[src/rtl/pixel_quant_pkg.sv]
// Shared types and constants for the float-to-integer pixel quantiser.
// Channel classes, IEEE-754 single field widths and the 4x4 ordered-dither matrix.
package pixel_quant_pkg;

  localparam int unsigned FP_W     = 32;
  localparam int unsigned EXP_W    = 8;
  localparam int unsigned MAN_W    = 23;
  localparam int unsigned EXP_BIAS = 127;

  typedef enum logic [1:0] {
    ZERO = 2'd0,
    SAT  = 2'd1,
    NORM = 2'd2
  } chan_class_t;

  // Indexed [y[1:0]][x[1:0]].
  localparam logic [3:0] BAYER4 [4][4] = '{
    '{4'd0,  4'd8,  4'd2,  4'd10},
    '{4'd12, 4'd4,  4'd14, 4'd6},
    '{4'd3,  4'd11, 4'd1,  4'd9},
    '{4'd15, 4'd7,  4'd13, 4'd5}
  };

endpackage

[src/rtl/float_unit_quantize.sv]
// One colour channel: classify (S1), align to fixed point (S2), scale and round (S3).
// Dither select and pixel XY for the S3 round come from the top's S2 pipeline slot.
module float_unit_quantize
  import pixel_quant_pkg::*;
#(
  parameter int unsigned OUT_W = 4,
  parameter int unsigned FB    = OUT_W + 8
) (
  input  logic             clk_in,
  input  logic             rst_in_n,
  input  logic             en,
  input  logic [FP_W-1:0]  in_f,
  input  logic             s2_dither,
  input  logic [1:0]       s2_x,
  input  logic [1:0]       s2_y,
  output logic [OUT_W-1:0] q
);

  localparam int unsigned AW = FB + MAN_W + 1;
  localparam int unsigned SW = FB + OUT_W + 2;
  localparam int unsigned QW = OUT_W + 2;
  localparam logic [OUT_W-1:0] QMAX = '1;

  logic             sgn;
  logic [EXP_W-1:0] expo;
  logic [MAN_W-1:0] man;
  assign {sgn, expo, man} = in_f;

  chan_class_t      cls1_d, cls1_q, cls2_q;
  logic [MAN_W-1:0] man1_q;
  logic [EXP_W-1:0] sh1_d, sh1_q;
  logic [AW-1:0]    aligned;
  logic [FB-1:0]    f2_d, f2_q;
  logic [SW-1:0]    f_ext, prod, rnd, sum;
  logic [QW-1:0]    q_wide;
  logic [3:0]       bayer;
  logic [OUT_W-1:0] q_d;

  always_comb begin
    cls1_d = NORM;
    if (expo == '1 && man != '0) begin
      cls1_d = ZERO;
    end else if (sgn) begin
      cls1_d = ZERO;
    end else if (expo == '0) begin
      cls1_d = ZERO;
    end else if (expo >= EXP_W'(EXP_BIAS)) begin
      cls1_d = SAT;
    end
  end

  assign sh1_d = EXP_W'(EXP_BIAS + MAN_W) - expo;

  assign aligned = {1'b1, man1_q, {FB{1'b0}}} >> sh1_q;
  // A NORM value is below 1.0, so the integer part is zero; clamp defensively if not.
  assign f2_d = (|aligned[AW-1:FB]) ? '1 : aligned[FB-1:0];

  assign bayer = BAYER4[s2_y][s2_x];

  always_comb begin
    f_ext  = SW'(f2_q);
    prod   = (f_ext << OUT_W) - f_ext;
    rnd    = s2_dither ? (SW'({bayer, 1'b1}) << (FB - 5)) : (SW'(1) << (FB - 1));
    sum    = prod + rnd;
    q_wide = sum[SW-1:FB];
    case (cls2_q)
      ZERO:    q_d = '0;
      SAT:     q_d = QMAX;
      default: q_d = (q_wide > QW'(QMAX)) ? QMAX : q_wide[OUT_W-1:0];
    endcase
  end

  always_ff @(posedge clk_in or negedge rst_in_n) begin
    if (!rst_in_n) begin
      cls1_q <= ZERO;
      man1_q <= '0;
      sh1_q  <= '0;
      cls2_q <= ZERO;
      f2_q   <= '0;
      q      <= '0;
    end else if (en) begin
      cls1_q <= cls1_d;
      man1_q <= man;
      sh1_q  <= sh1_d;
      cls2_q <= cls1_q;
      f2_q   <= f2_d;
      q      <= q_d;
    end
  end

endmodule

[src/rtl/pixel_rgb_quantizer.sv]
// Float32 colour to OUT_W-bit integer formatter with valid/ready backpressure.
// Four lock-step stages; XY and dither select ride alongside the channel datapaths.
module pixel_rgb_quantizer
  import pixel_quant_pkg::*;
#(
  parameter int unsigned NCH   = 3,
  parameter int unsigned OUT_W = 4,
  parameter int unsigned FB    = OUT_W + 8,
  parameter int unsigned X_W   = 11,
  parameter int unsigned Y_W   = 10
) (
  input  logic                 clk_in,
  input  logic                 rst_in_n,
  input  logic                 in_valid,
  output logic                 in_ready,
  input  logic [NCH*FP_W-1:0]  in_ch,
  input  logic [X_W-1:0]       in_x,
  input  logic [Y_W-1:0]       in_y,
  input  logic                 in_dither,
  output logic                 out_valid,
  input  logic                 out_ready,
  output logic [NCH*OUT_W-1:0] out_ch,
  output logic [X_W-1:0]       out_x,
  output logic [Y_W-1:0]       out_y
);

  logic                 en;
  logic [2:0]           vld_q;
  logic [X_W-1:0]       x_q [3];
  logic [Y_W-1:0]       y_q [3];
  logic [2:0]           dith_q;
  logic [NCH*OUT_W-1:0] q_all;

  // The whole pipe stalls only when the output register is full and not being taken.
  assign en       = !out_valid || out_ready;
  assign in_ready = en;

  for (genvar ch = 0; ch < NCH; ch++) begin : g_ch
    float_unit_quantize #(
      .OUT_W (OUT_W),
      .FB    (FB)
    ) u_quant (
      .clk_in    (clk_in),
      .rst_in_n  (rst_in_n),
      .en        (en),
      .in_f      (in_ch[ch*FP_W +: FP_W]),
      .s2_dither (dith_q[1]),
      .s2_x      (x_q[1][1:0]),
      .s2_y      (y_q[1][1:0]),
      .q         (q_all[ch*OUT_W +: OUT_W])
    );
  end

  always_ff @(posedge clk_in or negedge rst_in_n) begin
    if (!rst_in_n) begin
      vld_q     <= '0;
      dith_q    <= '0;
      for (int i = 0; i < 3; i++) begin
        x_q[i] <= '0;
        y_q[i] <= '0;
      end
      out_valid <= 1'b0;
      out_ch    <= '0;
      out_x     <= '0;
      out_y     <= '0;
    end else if (en) begin
      vld_q     <= {vld_q[1:0], in_valid};
      dith_q    <= {dith_q[1:0], in_dither};
      x_q[0]    <= in_x;
      y_q[0]    <= in_y;
      for (int i = 1; i < 3; i++) begin
        x_q[i] <= x_q[i-1];
        y_q[i] <= y_q[i-1];
      end
      out_valid <= vld_q[2];
      out_ch    <= q_all;
      out_x     <= x_q[2];
      out_y     <= y_q[2];
    end
  end

endmodule

[config.mk]
export PLATFORM = sky130hd
export DESIGN_NAME = pixel_rgb_quantizer
export DESIGN_NICKNAME = d
export VERILOG_FILES = /design/src/rtl/pixel_quant_pkg.sv /design/src/rtl/float_unit_quantize.sv /design/src/rtl/pixel_rgb_quantizer.sv
export SDC_FILE = /design/constraint.sdc
export NUM_CORES = 1
export LEC_CHECK = 0
export ABC_AREA = 1
export CAP_MARGIN = 20
export CORE_MARGIN = 5
export CORE_UTILIZATION = 23
export DETAILED_ROUTE_END_ITERATION = 8
export PLACE_DENSITY_LB_ADDON = 0.2
export SLEW_MARGIN = 25
export SYNTH_ARGS = -nofsm -noshare
export SYNTH_HDL_FRONTEND = slang
export SYNTH_SLANG_ARGS = --single-unit
[constraint.sdc]
create_clock -name clk_in -period 6.6 [get_ports clk_in]
set_input_delay 0.99 -clock clk_in [delete_from_list [all_inputs] [get_ports clk_in]]
set_output_delay 0.99 -clock clk_in [all_outputs]
set_load 0.05 [all_outputs]
==> results of run 1 <==
## synthesized netlist by cell type (all sizes together)
cell    number
xnor2       10
ha          45
clkbuf      74
inv        192
a41oi        3
xor2        14
nor2       186
dfrtp      255
a22oi        1
o221ai       2
and2         2
buf         45
o21bai       7
nand3      423
nand3b       2
o21a         1
nand2      775
o41ai        2
o21ai      183
nand4       40
or2         10
nor3        23
nor4         9
o2111a       2
a31oi       23
a21oi      133
o31ai        2
clkinv       5
o22ai       11
o211ai       6
a211oi       3
a21o         3
## report_power, final
group          internal [uW]  total [uW]  switching (uW)  leakage, uW
registers               2160        2740             572      0.00310
clock network           1330        2120             792     0.000639
logic                   1970        5800            3830      0.00582
total                   5460       10700            5190      0.00956
## final timing paths
kind | from | endpoint | slack, ps
max in group asynchronous | rst_in_n | out_x[4] | 4770
setup reg to reg | g_ch[1].u_quant.sh1_q[1] | g_ch[1].u_quant.f2_q[11] | 3120
hold / removal | x_q[24] | x_q[13] | 470
hold reg to reg | x_q[24] | x_q[13] | 470
min in group asynchronous | rst_in_n | g_ch[0].u_quant.man1_q[17] | 500
setup / recovery | out_ready | in_ready | 2660
## layout by cell type (no fill, tap or decap), types with 4 or more instances in the layout
cell,instances
a21oi_1,123
a21oi_2,10
a31oi_1,23
buf_4,10
bufinv_16,6
clkbuf_1,4
clkbuf_16,35
clkbuf_8,9
clkdlybuf4s50_1,155
clkinv_1,4
clkinv_2,4
dfrtp_1,255
ha_1,45
inv_1,187
inv_2,5
nand2_1,775
nand3_1,423
nand4_1,40
nor2_1,182
nor3_1,23
nor4_1,9
o211ai_1,6
o21ai_0,181
o21bai_1,7
o22ai_1,11
or2_2,10
xnor2_1,10
xor2_1,14
## stage by stage
step | hold slack [ps] | area (um2) | total power, uW
after floorplan | 420 | 16700 | 6970
after global placement | 449 | 19100 | 8540
after detailed placement | 448 | 19100 | 8580
after CTS | 465 | 20400 | 10800
after global routing | 488 | 20400 | 11800
final | 465 | 20400 | 10700
## area by class of cell
type / count / share of cell area (%)
multi-input combinational: 1921 / 44.6
timing repair buffer: 168 / 8.23
clock inverter: 16 / 1.49
sequential: 255 / 31.2
clock buffer: 48 / 4.96
tap: 959 / 5.87
inverter: 197 / 3.64
## critical path: cells and delay by family
kind	cells	cell delay, ps
buffers and inverters	3	1820
AND/OR/NAND/NOR	1	60
## cells by family after synthesis
| logic type | Yosys count |
|---|---|
| xor gates and xnor gates | 24 |
| buffers and inverters | 316 |
| AOI/OAI and AO/OA | 382 |
| DFF | 255 |
| adders and majority gates | 45 |
| and+or+nand+nor | 1470 |
## flip-flops by register name (all words and copies together) (netlist names), 3 cells and up
register / flops
g_ch.u_quant.man1_q: 69
y_q: 30
x_q: 33
vld_q: 3
out_ch: 12
out_y: 10
g_ch.u_quant.cls1_q: 6
g_ch.u_quant.f2_q: 36
g_ch.u_quant.cls2_q: 6
out_x: 11
g_ch.u_quant.q: 12
g_ch.u_quant.sh1_q: 24
## per-layer routing
| layer | up-vias | part of all wire, % | wire length (um) | track usage (%) |
|---|---|---|---|---|
| li1 | 8464 | - | - | - |
| met3 | 76 | 4.3 | 2330 | 2.48 |
| met4 | 0 | 2.5 | 1360 | 3.86 |
| met2 | 314 | 45 | 24500 | 22.3 |
| met5 | - | 0 | 0 | 0 |
| met1 | 7915 | 48 | 25900 | 18.6 |
==> flow_summary.yaml, run 1 <==
yosys:
  synth_fa_ha_area_share_pct: 3.36
  ys_ff_latch: 255
  syn_area_um2: 16700
  synth_top_family_by_area: "simple AND/OR/NAND/NOR gates"
  synth_top_area_share_pct: 38.1
  synth_nets: 2659
  syn_inst: 2492
  synth_warnings: 0
  yosys-top-cells-area: "dfrtp_1 38%, nand2_1 17%, nand3_1 13%"
  avgSynthCellArea_um2: 6.72
  synth_xor_area_share_pct: 1.26
  synth_cell_types: 40
  synth-simple-area-share_pct: 37.3
  synth_seq_area_share_pct: 38.1
  synth_compound_area_share_pct: 12.5
  yosysTopAreaCell: "dfrtp_1"
  synth_mux_area_share_pct: 0
timing:
  rsz0062_at_grt: "no"
  setup_viol: 0
  worst_slack_ps: 2660
  max_slew_margin_pct: 36.7
  hold_viol_final: 0
  tightest_slew_ps: 949
  final.setup.tns_ps: 0
  maxSlewViolCount: 0
  max_freq_mhz: 254
  skew_ps: 19.9
  fin_crit_sh_pct: 59.7
  min_period_ps: 3940
critical_path:
  cp-end-kind: "output pin"
  ff2ff_path_depth: 14
  cp.arrival_ps: 2950
  worst-setup-path-type: "input port to output pin"
  crit_fanout: 77
  critPathRequiredTime_ps: 5610
  cpMostUsedCell: "clkdlybuf4s50_1"
  start_kind: "input port"
  cpMaxStageDelayCell: "clkdlybuf4s50_1"
  slowest_delay_ps: 920
  path_cells: "clkdlybuf4s50_1 -> nor2_4 -> inv_6 -> clkdlybuf4s50_1"
clocking:
  cts_tree: "done"
  cts_max_level: 2
  cts_made_buffers: 35
  ctsHoldBuffers: 0
  cts_buffer_depth: 3
  insertion_delay_ps: 560
  cts_setup_buffers: 0
  ctsResizeCount: 0
  clkTransAtPathRegs_ps: 60
  cts_sinks: 255
  cts-root-buf: "clkbuf_16"
floorplan:
  die_w_um: 280
  start_util_pct: 23.1
  die_area_um2: 78300
  ios: 157
  fp.coreArea_um2: 72600
  rows: 99
  die_h_um: 280
finish:
  fillerInstances: 8102
  nNetsFinal: 2745
  area_growth_pct: 22.1
  final-seq-area_um2: 6380
  multi_input_area_um2: 9120
  drive_above_1_share_pct: 3.95
  final_cells: 3564
  postLayoutCoreUtil_pct: 28.2
  n_antenna_cell: 0
worst_hold_path:
  holdCritPathClass: "register to register"
  hold_path_depth: 2
power:
  power_density_nw_per_um2: 521
  p_leak_uw: 0.00956
  power.ir.vdd_worst_uv: 378
routing:
  drt_wl_total_um: 54100
  vias: 16800
  dr.pass1.iters: 5
  wire_per_inst_um: 15.2
  drtAntennaViolNets: 0
  dr.first_iter.drc_count: 1014
  via_per_inst: 4.71
  drc: 0
place:
  place.gp.congestion: 0.872
  pre_cts_ws_ps: 2650
  portBuffers: 156
  dp.cells: 3500
  dp_hpwl_um: 39600
grt:
  grt_pass1_wl_um: 89100
  grt_antenna_before_repair: 0
  grt_pass1_vias: 16800
  grt_max_degree: 210
  track_usage_pct: 13.6
  grt-ovfl-total: 0
status:
  status: "completed"
run:
  drv_cap: 0
(Power assumes the default switching activity.)
==> run 2, diff against run 1 <==
- clock period: 6.6 -> 3.5 ns (I/O delays scaled with it)
==> run 2 against run 1 <==
Count of clock-buffer cells in the layout decreased by 1. Largest cell class unchanged. Global-route usage rose by 0.19 points. Clock skew fell by 1.7 ps. Critical endpoint is now g_ch[0].u_quant.q[0]. Design area decreased by 0.37%. Via count grew 0.95%. Critical path depth increased by 14. Cell count grew 0.39%. Highest routed layer is now met5. Sequential share of layout area increased by 0.12 points.
==> flow_summary.yaml, run 2 (synthesis results as in run 1) <==
timing:
  final.setup.tns_ps: 0
  maxSlewViolCount: 0
  hold_viol_final: 0
  fin_crit_sh_pct: 88.3
  max_slew_margin_pct: 43.9
  rsz0062_at_grt: "no"
  skew_ps: 18.2
  min_period_ps: 3090
  tightest_slew_ps: 832
  max_freq_mhz: 324
  setup_viol: 0
finish:
  fillerInstances: 8177
  n_antenna_cell: 0
  final-seq-area_um2: 6380
  top_register: "g_ch.u_quant.man1_q"
  nNetsFinal: 2761
  largest_reg_flops: 69
  drive_above_1_share_pct: 4.28
  final_cell_mix: "775 x nand2_1, 423 x nand3_1, 255 x dfrtp_1"
  reg_top3: "g_ch.u_quant.man1_q: 69 flops, g_ch.u_quant.f2_q: 36 flops, x_q: 33 flops"
  layout_commonest_cell: "nand2_1"
  postLayoutCoreUtil_pct: 28.1
  stdcell_area_um2: 20400
  area_growth_pct: 21.7
  multi_input_area_um2: 9120
clocking:
  clkTransAtPathRegs_ps: 50
  cts_sinks: 255
  cts_max_level: 2
  cts-root-buf: "clkbuf_16"
  cts_made_buffers: 35
  insertion_delay_ps: 550
  cts_buffer_depth: 3
  cts_tree: "done"
critical_path:
  ff2ff_path_depth: 18
  startpoint: "g_ch[0].u_quant.f2_q[8]"
  start_kind: "register"
  cp.arrival_ps: 3550
  cp-end-kind: "register"
  worst-setup-path-type: "register to register"
  crit_fanout: 5
  critPathRequiredTime_ps: 3960
  r2r-start: "g_ch[0].u_quant.f2_q[8]"
routing:
  via_per_inst: 4.73
  drt_wl_total_um: 54900
  wire_per_inst_um: 15.3
  dr.pass1.iters: 5
  dr.first_iter.drc_count: 1259
  vias: 16900
  drc: 0
  drtAntennaViolNets: 0
grt:
  grt_max_degree: 83
  use_met3_pct: 2.77
  grt-busiest-layer: "met2"
  grt_antenna_before_repair: 1
  track_usage_pct: 13.8
  grtUsageMet1_pct: 18.8
  grt_pass1_vias: 16900
  grt-ovfl-total: 0
  grt_pass1_wl_um: 90400
  grt_use_met2_pct: 22.9
power:
  p_leak_uw: 0.00954
  power_density_nw_per_um2: 964
  power.ir.vdd_worst_uv: 651
  p_total_uw: 19600
place:
  dp_hpwl_um: 41100
  portBuffers: 156
  placed_area_um2: 19300
  place.gp.congestion: 0.910
floorplan:
  fp.coreArea_um2: 72600
  ios: 157
  die_h_um: 280
  die_w_um: 280
  rows: 99
  start_util_pct: 23.1
  die_area_um2: 78300
worst_hold_path:
  hold_path_depth: 2
  holdCritPathClass: "register to register"
  worstHoldStart: "vld_q[2]"
run:
  drv_cap: 0
status:
  status: "completed"
==> run 2: through the flow <==
| step | hold slack [ps] | std cells | setup slack [ps] |
|---|---|---|---|
| 2_1_floorplan | 229 | 2492 | 738 |
| 3_3_place_gp | 433 | 3515 | 409 |
| 3_5_place_dp | 447 | 3515 | 349 |
| 4_1_cts | 469 | 3578 | 306 |
| 5_1_grt | 488 | 3578 | 22.3 |
| 6_report | 462 | 3578 | 410 |
==> run 2: worst paths after layout <==
| kind | to | slack, ps |
|---|---|---|
| max | g_ch[0].u_quant.q[0] | 410 |
| min | out_valid | 460 |
| max reg2reg | g_ch[0].u_quant.q[0] | 410 |
| min reg2reg | out_valid | 460 |
| max in group asynchronous | g_ch[2].u_quant.man1_q[17] | 2010 |
| min in group asynchronous | out_ch[6] | 560 |
==> run 2: power by group <==
| part | switching [uW] | internal [uW] | total, uW | leakage [uW] |
|---|---|---|---|---|
| clock | 1410 | 1990 | 3400 | 0.000523 |
| sequential | 968 | 4080 | 5050 | 0.00310 |
| combinational | 7400 | 3790 | 11200 | 0.00592 |
==> run 2: final cells by class <==
| class | instances | share of cell area, % |
|---|---|---|
| clock buffer | 47 | 4.67 |
| clock inverter | 15 | 0.602 |
| inverter | 197 | 3.66 |
| multi-input combinational | 1921 | 44.8 |
| sequential | 255 | 31.3 |
| tap | 959 | 5.89 |
| timing repair buffer | 184 | 9.09 |
==> run 2: critical path, stage by stage, from the launching register on <==
cell	delay [ps]
dfrtp_1	420
inv_1	110
ha_1	360
a21oi_1	220
nand2_1	100
a31oi_1	200
xnor2_1	150
ha_1	270
a21oi_1	150
nor2_1	50
a211oi_1	150
o21ai_1	160
nand2_1	150
nor2_1	70
nand2_1	70
nand2_1	100
nand3_1	80
nand2_1	50
a21oi_1	130
==> run 2: metal layers <==
| metal | up-vias | routed length, um | part of all wire (%) |
|---|---|---|---|
| met3 | 61 | 3080 | 5.6 |
| met4 | 2 | 1030 | 1.9 |
| li1 | 8498 | - | - |
| met5 | - | 13 | 0.024 |
| met2 | 343 | 25200 | 46 |
| met1 | 8024 | 25500 | 46 |
==> run 2: timing repair <==
action / CTS / global route
hold buffers: 1 / 0
endpoints found under the setup margin: 0 / 8
hold endpoints to repair: 9 / 0
setup buffers: 0 / 0
gates resized for setup: 0 / 2
==> run 3, diff against run 2 <==
- SKIP_LAST_GASP: unset -> 1
==> results of run 3 <==
The final DEF is identical to that of run 2; final timing and power are the same.
